$ cat config.mk
export PLATFORM = sky130hd
export DESIGN_NAME = parity_frame_rx
export DESIGN_NICKNAME = d
export VERILOG_FILES = /design/src/rtl/parity_rx_pkg.sv /design/src/rtl/rx_sync2.sv /design/src/rtl/parity_frame_rx.sv
export SDC_FILE = /design/constraint.sdc
export NUM_CORES = 1
export LEC_CHECK = 0
export CORE_MARGIN = 3
export CORE_UTILIZATION = 56
export DETAILED_ROUTE_END_ITERATION = 7
export HOLD_SLACK_MARGIN = 0.12
export PLACE_DENSITY = 0.8
export SLEW_MARGIN = 20
export SYNTH_ARGS = -nofsm -noshare
export SYNTH_HDL_FRONTEND = slang
export SYNTH_HIERARCHICAL = 1
export SYNTH_SLANG_ARGS = --single-unit
$ cat constraint.sdc
create_clock -name clk -period 2.3 [get_ports clk]
set_clock_uncertainty 0.05 [all_clocks]
set_input_delay 0.345 -clock clk [delete_from_list [all_inputs] [get_ports clk]]
set_output_delay 0.345 -clock clk [all_outputs]
set_load 0.01 [all_outputs]
$ cat src/rtl/parity_rx_pkg.sv
// rtl/parity_rx_pkg.sv - shared constants and FSM state encodings for the parity frame receiver
package parity_rx_pkg;

   // Default frame geometry: data bits per frame and clk cycles per serial bit
   localparam int DATA_W_DEF       = 3;
   localparam int CLKS_PER_BIT_DEF = 4;

   // Width of the optional saturating error counter
   localparam int ERR_CNT_W = 8;

   // Receiver FSM states
   localparam logic [2:0] ST_IDLE   = 3'd0;
   localparam logic [2:0] ST_START  = 3'd1;
   localparam logic [2:0] ST_DATA   = 3'd2;
   localparam logic [2:0] ST_PARITY = 3'd3;
   localparam logic [2:0] ST_STOP   = 3'd4;

endpackage

$ cat src/rtl/rx_sync2.sv
// rtl/rx_sync2.sv - two-flop synchronizer for the idle-high serial line
module rx_sync2 (
   input  logic clk,
   input  logic rst,
   input  logic d,
   output logic q
);

   logic meta;

   // Resets to 1 so an idle line never looks like a start bit coming out of reset
   always_ff @(posedge clk) begin
      if (rst) begin
         meta <= 1'b1;
         q    <= 1'b1;
      end else begin
         meta <= d;
         q    <= meta;
      end
   end

endmodule

$ cat src/rtl/parity_frame_rx.sv
// rtl/parity_frame_rx.sv - serial frame receiver with even-parity and stop-bit checking (option: ERR_COUNT_EN)
module parity_frame_rx
   import parity_rx_pkg::*;
#(
   parameter int DATA_W       = DATA_W_DEF,
   parameter int CLKS_PER_BIT = CLKS_PER_BIT_DEF
) (
   input  logic              clk,
   input  logic              rst,
   input  logic              rx_in,
   output logic [DATA_W-1:0] data_out,
   output logic              data_valid,
   output logic              parity_err,
   output logic              frame_err,
`ifdef ERR_COUNT_EN
   output logic [ERR_CNT_W-1:0] err_count,
`endif
   output logic              busy
);

   localparam int CW = (CLKS_PER_BIT > 1) ? $clog2(CLKS_PER_BIT) : 1;
   localparam int BW = $clog2(DATA_W + 1);

   // Start bit is checked mid-bit; every later sample lands one full bit period after it
   localparam logic [CW-1:0] HALF_M1  = CW'(CLKS_PER_BIT / 2 - 1);
   localparam logic [CW-1:0] BIT_END  = CW'(CLKS_PER_BIT - 1);
   localparam logic [BW-1:0] LAST_BIT = BW'(DATA_W - 1);

   logic              rx_s;
   logic [2:0]        state;
   logic [CW-1:0]     clk_cnt;
   logic [BW-1:0]     bit_cnt;
   logic [DATA_W-1:0] shreg;
   logic              par_bit;

   rx_sync2 u_sync (
      .clk (clk),
      .rst (rst),
      .d   (rx_in),
      .q   (rx_s)
   );

   assign busy = (state != ST_IDLE);

   // Frame FSM: walks start/data/parity/stop, sampling mid-bit, then strobes the result
   always_ff @(posedge clk) begin
      if (rst) begin
         state      <= ST_IDLE;
         clk_cnt    <= '0;
         bit_cnt    <= '0;
         shreg      <= '0;
         par_bit    <= 1'b0;
         data_out   <= '0;
         data_valid <= 1'b0;
         parity_err <= 1'b0;
         frame_err  <= 1'b0;
      end else begin
         data_valid <= 1'b0;
         case (state)
            ST_IDLE: begin
               clk_cnt <= '0;
               bit_cnt <= '0;
               if (!rx_s) state <= ST_START;
            end
            ST_START: begin
               if (clk_cnt == HALF_M1) begin
                  clk_cnt <= '0;
                  // A line back high by mid-bit was a glitch, not a start bit
                  state   <= rx_s ? ST_IDLE : ST_DATA;
               end else begin
                  clk_cnt <= clk_cnt + CW'(1);
               end
            end
            ST_DATA: begin
               if (clk_cnt == BIT_END) begin
                  clk_cnt <= '0;
                  // LSB arrives first, so shift toward bit 0 and insert at the top
                  for (int i = 0; i < DATA_W - 1; i++) shreg[i] <= shreg[i+1];
                  shreg[DATA_W-1] <= rx_s;
                  bit_cnt <= bit_cnt + BW'(1);
                  if (bit_cnt == LAST_BIT) state <= ST_PARITY;
               end else begin
                  clk_cnt <= clk_cnt + CW'(1);
               end
            end
            ST_PARITY: begin
               if (clk_cnt == BIT_END) begin
                  clk_cnt <= '0;
                  par_bit <= rx_s;
                  state   <= ST_STOP;
               end else begin
                  clk_cnt <= clk_cnt + CW'(1);
               end
            end
            ST_STOP: begin
               if (clk_cnt == BIT_END) begin
                  clk_cnt    <= '0;
                  data_out   <= shreg;
                  parity_err <= (^shreg) ^ par_bit;
                  frame_err  <= ~rx_s;
                  data_valid <= 1'b1;
                  // Returning to IDLE right away lets a back-to-back start bit be caught
                  state      <= ST_IDLE;
               end else begin
                  clk_cnt <= clk_cnt + CW'(1);
               end
            end
            default: state <= ST_IDLE;
         endcase
      end
   end

`ifdef ERR_COUNT_EN
   // Saturating count of delivered frames that carried any error
   always_ff @(posedge clk) begin
      if (rst) begin
         err_count <= '0;
      end else if (data_valid && (parity_err || frame_err) && (err_count != '1)) begin
         err_count <= err_count + ERR_CNT_W'(1);
      end
   end
`endif

endmodule

==> results of run 1 <==
placed cells by master (no fill, tap or decap), types with 2 or more instances in the layout:
| master | netlist | final |
|---|---|---|
| sky130_fd_sc_hd__mux2i_1 | 8 | 8 |
| sky130_fd_sc_hd__inv_1 | 5 | 5 |
| sky130_fd_sc_hd__a31oi_1 | 3 | 3 |
| sky130_fd_sc_hd__o31ai_1 | 2 | 2 |
| sky130_fd_sc_hd__or2_1 | 2 | 2 |
| sky130_fd_sc_hd__dfxtp_1 | 19 | 19 |
| sky130_fd_sc_hd__nor2_1 | 11 | 11 |
| sky130_fd_sc_hd__nor2b_1 | 2 | 2 |
| sky130_fd_sc_hd__clkdlybuf4s50_1 | 0 | 9 |
| sky130_fd_sc_hd__nor4_1 | 2 | 2 |
| sky130_fd_sc_hd__and4bb_1 | 2 | 2 |
| sky130_fd_sc_hd__a21oi_1 | 5 | 5 |
| sky130_fd_sc_hd__o21ai_0 | 2 | 2 |
| sky130_fd_sc_hd__ha_1 | 4 | 4 |
| sky130_fd_sc_hd__xnor2_1 | 3 | 3 |
| sky130_fd_sc_hd__clkbuf_4 | 0 | 3 |
worst max-delay path, stage by stage (launching register included):
cell	delay, ns
sky130_fd_sc_hd__dfxtp_1	0.43
sky130_fd_sc_hd__or3_1	0.40
sky130_fd_sc_hd__clkdlybuf4s50_1	0.48
power by group:
part	total (uW)	switching [uW]	internal, uW	leakage [uW]
registers	338	5.33	333	0.000154
logic	23.1	11.5	11.6	0.000191
clock network	166	98.9	67.4	0.0000150
total	527	116	412	0.000359
layer usage:
layer | track usage | vias up
met4 | 0.07018 | 0
met3 | 0.02390 | 2
met2 | 0.2486 | 14
met5 | 0 | -
li1 | - | 326
met1 | 0.2200 | 292
flip-flops by register name, summed over array words and instances (netlist names):
signal / count
data_out: 3
frame_err: 1
u_sync/meta: 1
bit_cnt: 2
state: 3
shreg: 3
parity_err: 1
par_bit: 1
u_sync/q: 1
clk_cnt: 2
data_valid: 1
cell families after synthesis:
kind of cell,Yosys count
xor gates and xnor gates,3
DFF,19
adders and majority gates,4
and+or+nand+nor,27
buffers and inverters,13
muxes,8
AOI/OAI and AO/OA,16
cell type report:
class / instances / area, sq um / share of cell area
Clock buffer: 4 / 26.28 / 0.02738
Sequential cell: 19 / 380.4 / 0.3963
Multi-Input combinational cell: 58 / 419.2 / 0.4368
Inverter: 6 / 25.02 / 0.02608
Timing Repair Buffer: 9 / 90.09 / 0.09387
Tap cell: 15 / 18.77 / 0.01956
stage by stage:
stage	hold slack, ns	cell area, sq um	instances	util	setup WS, ns
global placement	0.3410	933.4	107	0.6832	0.6469
global route	0.3814	959.7	111	0.7024	0.2557
detailed placement	0.3545	933.4	107	0.6832	0.6204
CTS	0.3793	959.7	111	0.7024	0.3013
finish	0.3742	959.7	111	0.7024	0.3078
floorplan	0.3354	862.1	90	-	0.9509
path summary, 6_finish.rpt:
| path | start | endpoint | slack (ns) | depth (start not counted) |
|---|---|---|---|---|
| hold / removal | u_sync/meta | u_sync/q | 0.37 | 1 |
| hold reg to reg | u_sync/meta | u_sync/q | 0.37 | 1 |
| setup / recovery | state[2] | busy | 0.31 | 2 |
| setup reg to reg | clk_cnt[1] | frame_err | 0.68 | 4 |
==> report_table.html, run 1 <==
<table>
<tr><th>Metric</th><th>Value</th></tr>
<tr><th colspan="2">Worst setup path</th></tr>
<tr><td>Critical path data required time</td><td>1.90 ns</td></tr>
<tr><td>Arrival time worst endpoint</td><td>1.60 ns</td></tr>
<tr><td>Worst Path Class, Setup</td><td>register to primary output</td></tr>
<tr><td>Largest fanout of any net on the critical path</td><td>11</td></tr>
<tr><td>Type of element capturing the critical path</td><td>primary output</td></tr>
<tr><td>Type of origin of the critical path</td><td>register</td></tr>
<tr><th colspan="2">Route</th></tr>
<tr><td>Routed wire length</td><td>1.389 mm</td></tr>
<tr><td>Wirelength per Cell</td><td>12.51 um</td></tr>
<tr><td>DR WL met3</td><td>51 um</td></tr>
<tr><td>Number of iterations in the first detailed-routing pass</td><td>4</td></tr>
<tr><td>DRC violations left</td><td>0</td></tr>
<tr><td>Total number of vias</td><td>634</td></tr>
<tr><td>DR top layer</td><td>met4</td></tr>
<tr><td>Detail Route Antenna Nets</td><td>0</td></tr>
<tr><td>Iter 0 DRT Violations</td><td>13</td></tr>
<tr><td>Detail-routed via count per cell</td><td>5.712</td></tr>
<tr><td>Routed met1 length</td><td>730 um</td></tr>
<tr><td>Met2 layer wire length in the routed design</td><td>593 um</td></tr>
<tr><th colspan="2">Global route</th></tr>
<tr><td>Initial antenna violation count</td><td>0</td></tr>
<tr><td>Total global routing track utilization</td><td>0.1607</td></tr>
<tr><td>Vias in the first global route</td><td>588</td></tr>
<tr><td>Largest net degree at the start of global routing</td><td>20</td></tr>
<tr><td>Overflow after GRT</td><td>0</td></tr>
<tr><td>Global-route wire length before repair</td><td>2.456 mm</td></tr>
<tr><th colspan="2">Placed design</th></tr>
<tr><td>Detailed placement HPWL</td><td>973.1 um</td></tr>
<tr><td>Port-buffer cells</td><td>9</td></tr>
<tr><td>Final weighted congestion in routability-driven placement</td><td>0.7092</td></tr>
<tr><th colspan="2">STA</th></tr>
<tr><td>Total negative setup slack</td><td>0 ns</td></tr>
<tr><td>Least-Margin Pin Slew</td><td>0.6190 ns</td></tr>
<tr><td>Number of setup violations in the final report</td><td>0</td></tr>
<tr><td>Fin crit period</td><td>1.992 ns</td></tr>
<tr><td>Fin. Hold Viols</td><td>0</td></tr>
<tr><td>Max transition margin</td><td>0.5860</td></tr>
<tr><td>Number of pins exceeding their max-slew limit in the final report</td><td>0</td></tr>
<tr><td>Fraction of the cycle the final worst path needs</td><td>0.8662</td></tr>
<tr><td>RSZ-0062 raised after global routing</td><td>false</td></tr>
<tr><td>Maximum clock frequency</td><td>502.0 MHz</td></tr>
<tr><th colspan="2">Synthesis</th></tr>
<tr><td>Leading post-synthesis cells by cell area</td><td>sky130_fd_sc_hd__dfxtp_1 44%, sky130_fd_sc_hd__mux2i_1 9.3%, sky130_fd_sc_hd__ha_1 5.8%</td></tr>
<tr><td>Post-synthesis adder-cell area fraction</td><td>0.05806</td></tr>
<tr><td>Fraction of synthesized cell area taken by the top area cell type</td><td>0.4412</td></tr>
<tr><td>Sequential fraction of the synthesis area</td><td>0.4412</td></tr>
<tr><td>Instance count of the mapped netlist</td><td>90</td></tr>
<tr><td>Post-synthesis compound-gate area fraction</td><td>0.1205</td></tr>
<tr><td>Area leader, netlist</td><td>sky130_fd_sc_hd__dfxtp_1</td></tr>
<tr><td>Combinational family with the most area after synthesis</td><td>simple AND/OR/NAND/NOR gates</td></tr>
<tr><td>Number of storage elements in the synthesis netlist</td><td>19</td></tr>
<tr><td>Multiplexer share of the synthesized area</td><td>0.09289</td></tr>
<tr><td>Warnings, synthesis</td><td>6</td></tr>
<tr><td>Most common cell in the synthesized netlist</td><td>sky130_fd_sc_hd__dfxtp_1</td></tr>
<tr><td>Prevailing post-synth register cell</td><td>sky130_fd_sc_hd__dfxtp_1</td></tr>
<tr><td>Net count after synthesis</td><td>97</td></tr>
<tr><td>Asr flop ratio synth</td><td>0</td></tr>
<tr><td>Number of synthesized flops with an enable pin</td><td>0</td></tr>
<tr><td>Area of the mapped netlist</td><td>862.1 sq um</td></tr>
<tr><td>Area share of xor/xnor cells in the synthesized design</td><td>0.03048</td></tr>
<tr><td>Unique cell type count in the Yosys netlist</td><td>30</td></tr>
<tr><td>Mean post-synth cell area</td><td>9.579 sq um</td></tr>
<tr><td>Most frequent cells after synthesis</td><td>19 x sky130_fd_sc_hd__dfxtp_1, 11 x sky130_fd_sc_hd__nor2_1, 8 x sky130_fd_sc_hd__mux2i_1, 5 x sky130_fd_sc_hd__a21oi_1, 5 x sky130_fd_sc_hd__inv_1</td></tr>
<tr><td>Basic-gate share of the synthesized area counting and, or, nand and nor cells</td><td>0.1843</td></tr>
<tr><th colspan="2">Floorplanning</th></tr>
<tr><td>Area of the die</td><td>2046 sq um</td></tr>
<tr><td>Standard-cell row count</td><td>13</td></tr>
<tr><td>Initial Util</td><td>0.6310</td></tr>
<tr><td>Die W</td><td>45.24 um</td></tr>
<tr><td>Die Span Y</td><td>45.24 um</td></tr>
<tr><td>Number of placed I/O pins</td><td>10</td></tr>
<tr><td>Core area</td><td>1366 sq um</td></tr>
<tr><th colspan="2">CTS</th></tr>
<tr><td>Num Clock Sinks</td><td>19</td></tr>
<tr><td>Number of setup buffers added after CTS</td><td>0</td></tr>
<tr><td>Largest buffer count on any clock path</td><td>2</td></tr>
<tr><td>Root Buffer Master</td><td>sky130_fd_sc_hd__clkbuf_4</td></tr>
<tr><td>Number of cells upsized or downsized after cts</td><td>0</td></tr>
<tr><td>Clk Latency, worst-skew pair</td><td>0.29 ns</td></tr>
<tr><td>Clock Pin Slew Worst Setup and Hold Paths</td><td>0.10 ns</td></tr>
<tr><td>H-tree level count</td><td>1</td></tr>
<tr><td>Number of buffers added to fix hold violations after cts</td><td>0</td></tr>
<tr><td>Number of buffers added by the clock tree synthesis step</td><td>3</td></tr>
<tr><td>TritonCTS clock tree</td><td>done</td></tr>
<tr><th colspan="2">Worst hold path</th></tr>
<tr><td>Worst min-delay path class</td><td>register to register</td></tr>
<tr><th colspan="2">Cells and area</th></tr>
<tr><td>Nets</td><td>104</td></tr>
<tr><td>Syn-to-layout area delta</td><td>11.32%</td></tr>
<tr><td>N_diodes</td><td>0</td></tr>
<tr><td>FILL cells</td><td>121</td></tr>
<tr><td>Layout cell share with drive strength beyond 1</td><td>0.06250</td></tr>
<tr><th colspan="2">Power and ir drop</th></tr>
<tr><td>Ratio of total power to cell area</td><td>549.5 nW/um^2</td></tr>
<tr><td>Worst IR drop on VDD</td><td>355.2 uV</td></tr>
<tr><td>Standby leakage power</td><td>0.0003594 uW</td></tr>
<tr><td>Total power after layout</td><td>527.4 uW</td></tr>
<tr><th colspan="2">Outcome</th></tr>
<tr><td>Result of the run</td><td>finished clean</td></tr>
<tr><th colspan="2">Job</th></tr>
<tr><td>Max-capacitance violation count</td><td>0</td></tr>
</table>
No activity file was read; power rests on OpenSTA's default activity.
==> inputs of run 2 (changes only) <==
- ABC_CLOCK_PERIOD_IN_PS: not set -> 2300
==> results of run 2 <==
The final DEF is identical to that of run 1; final timing and power are the same.
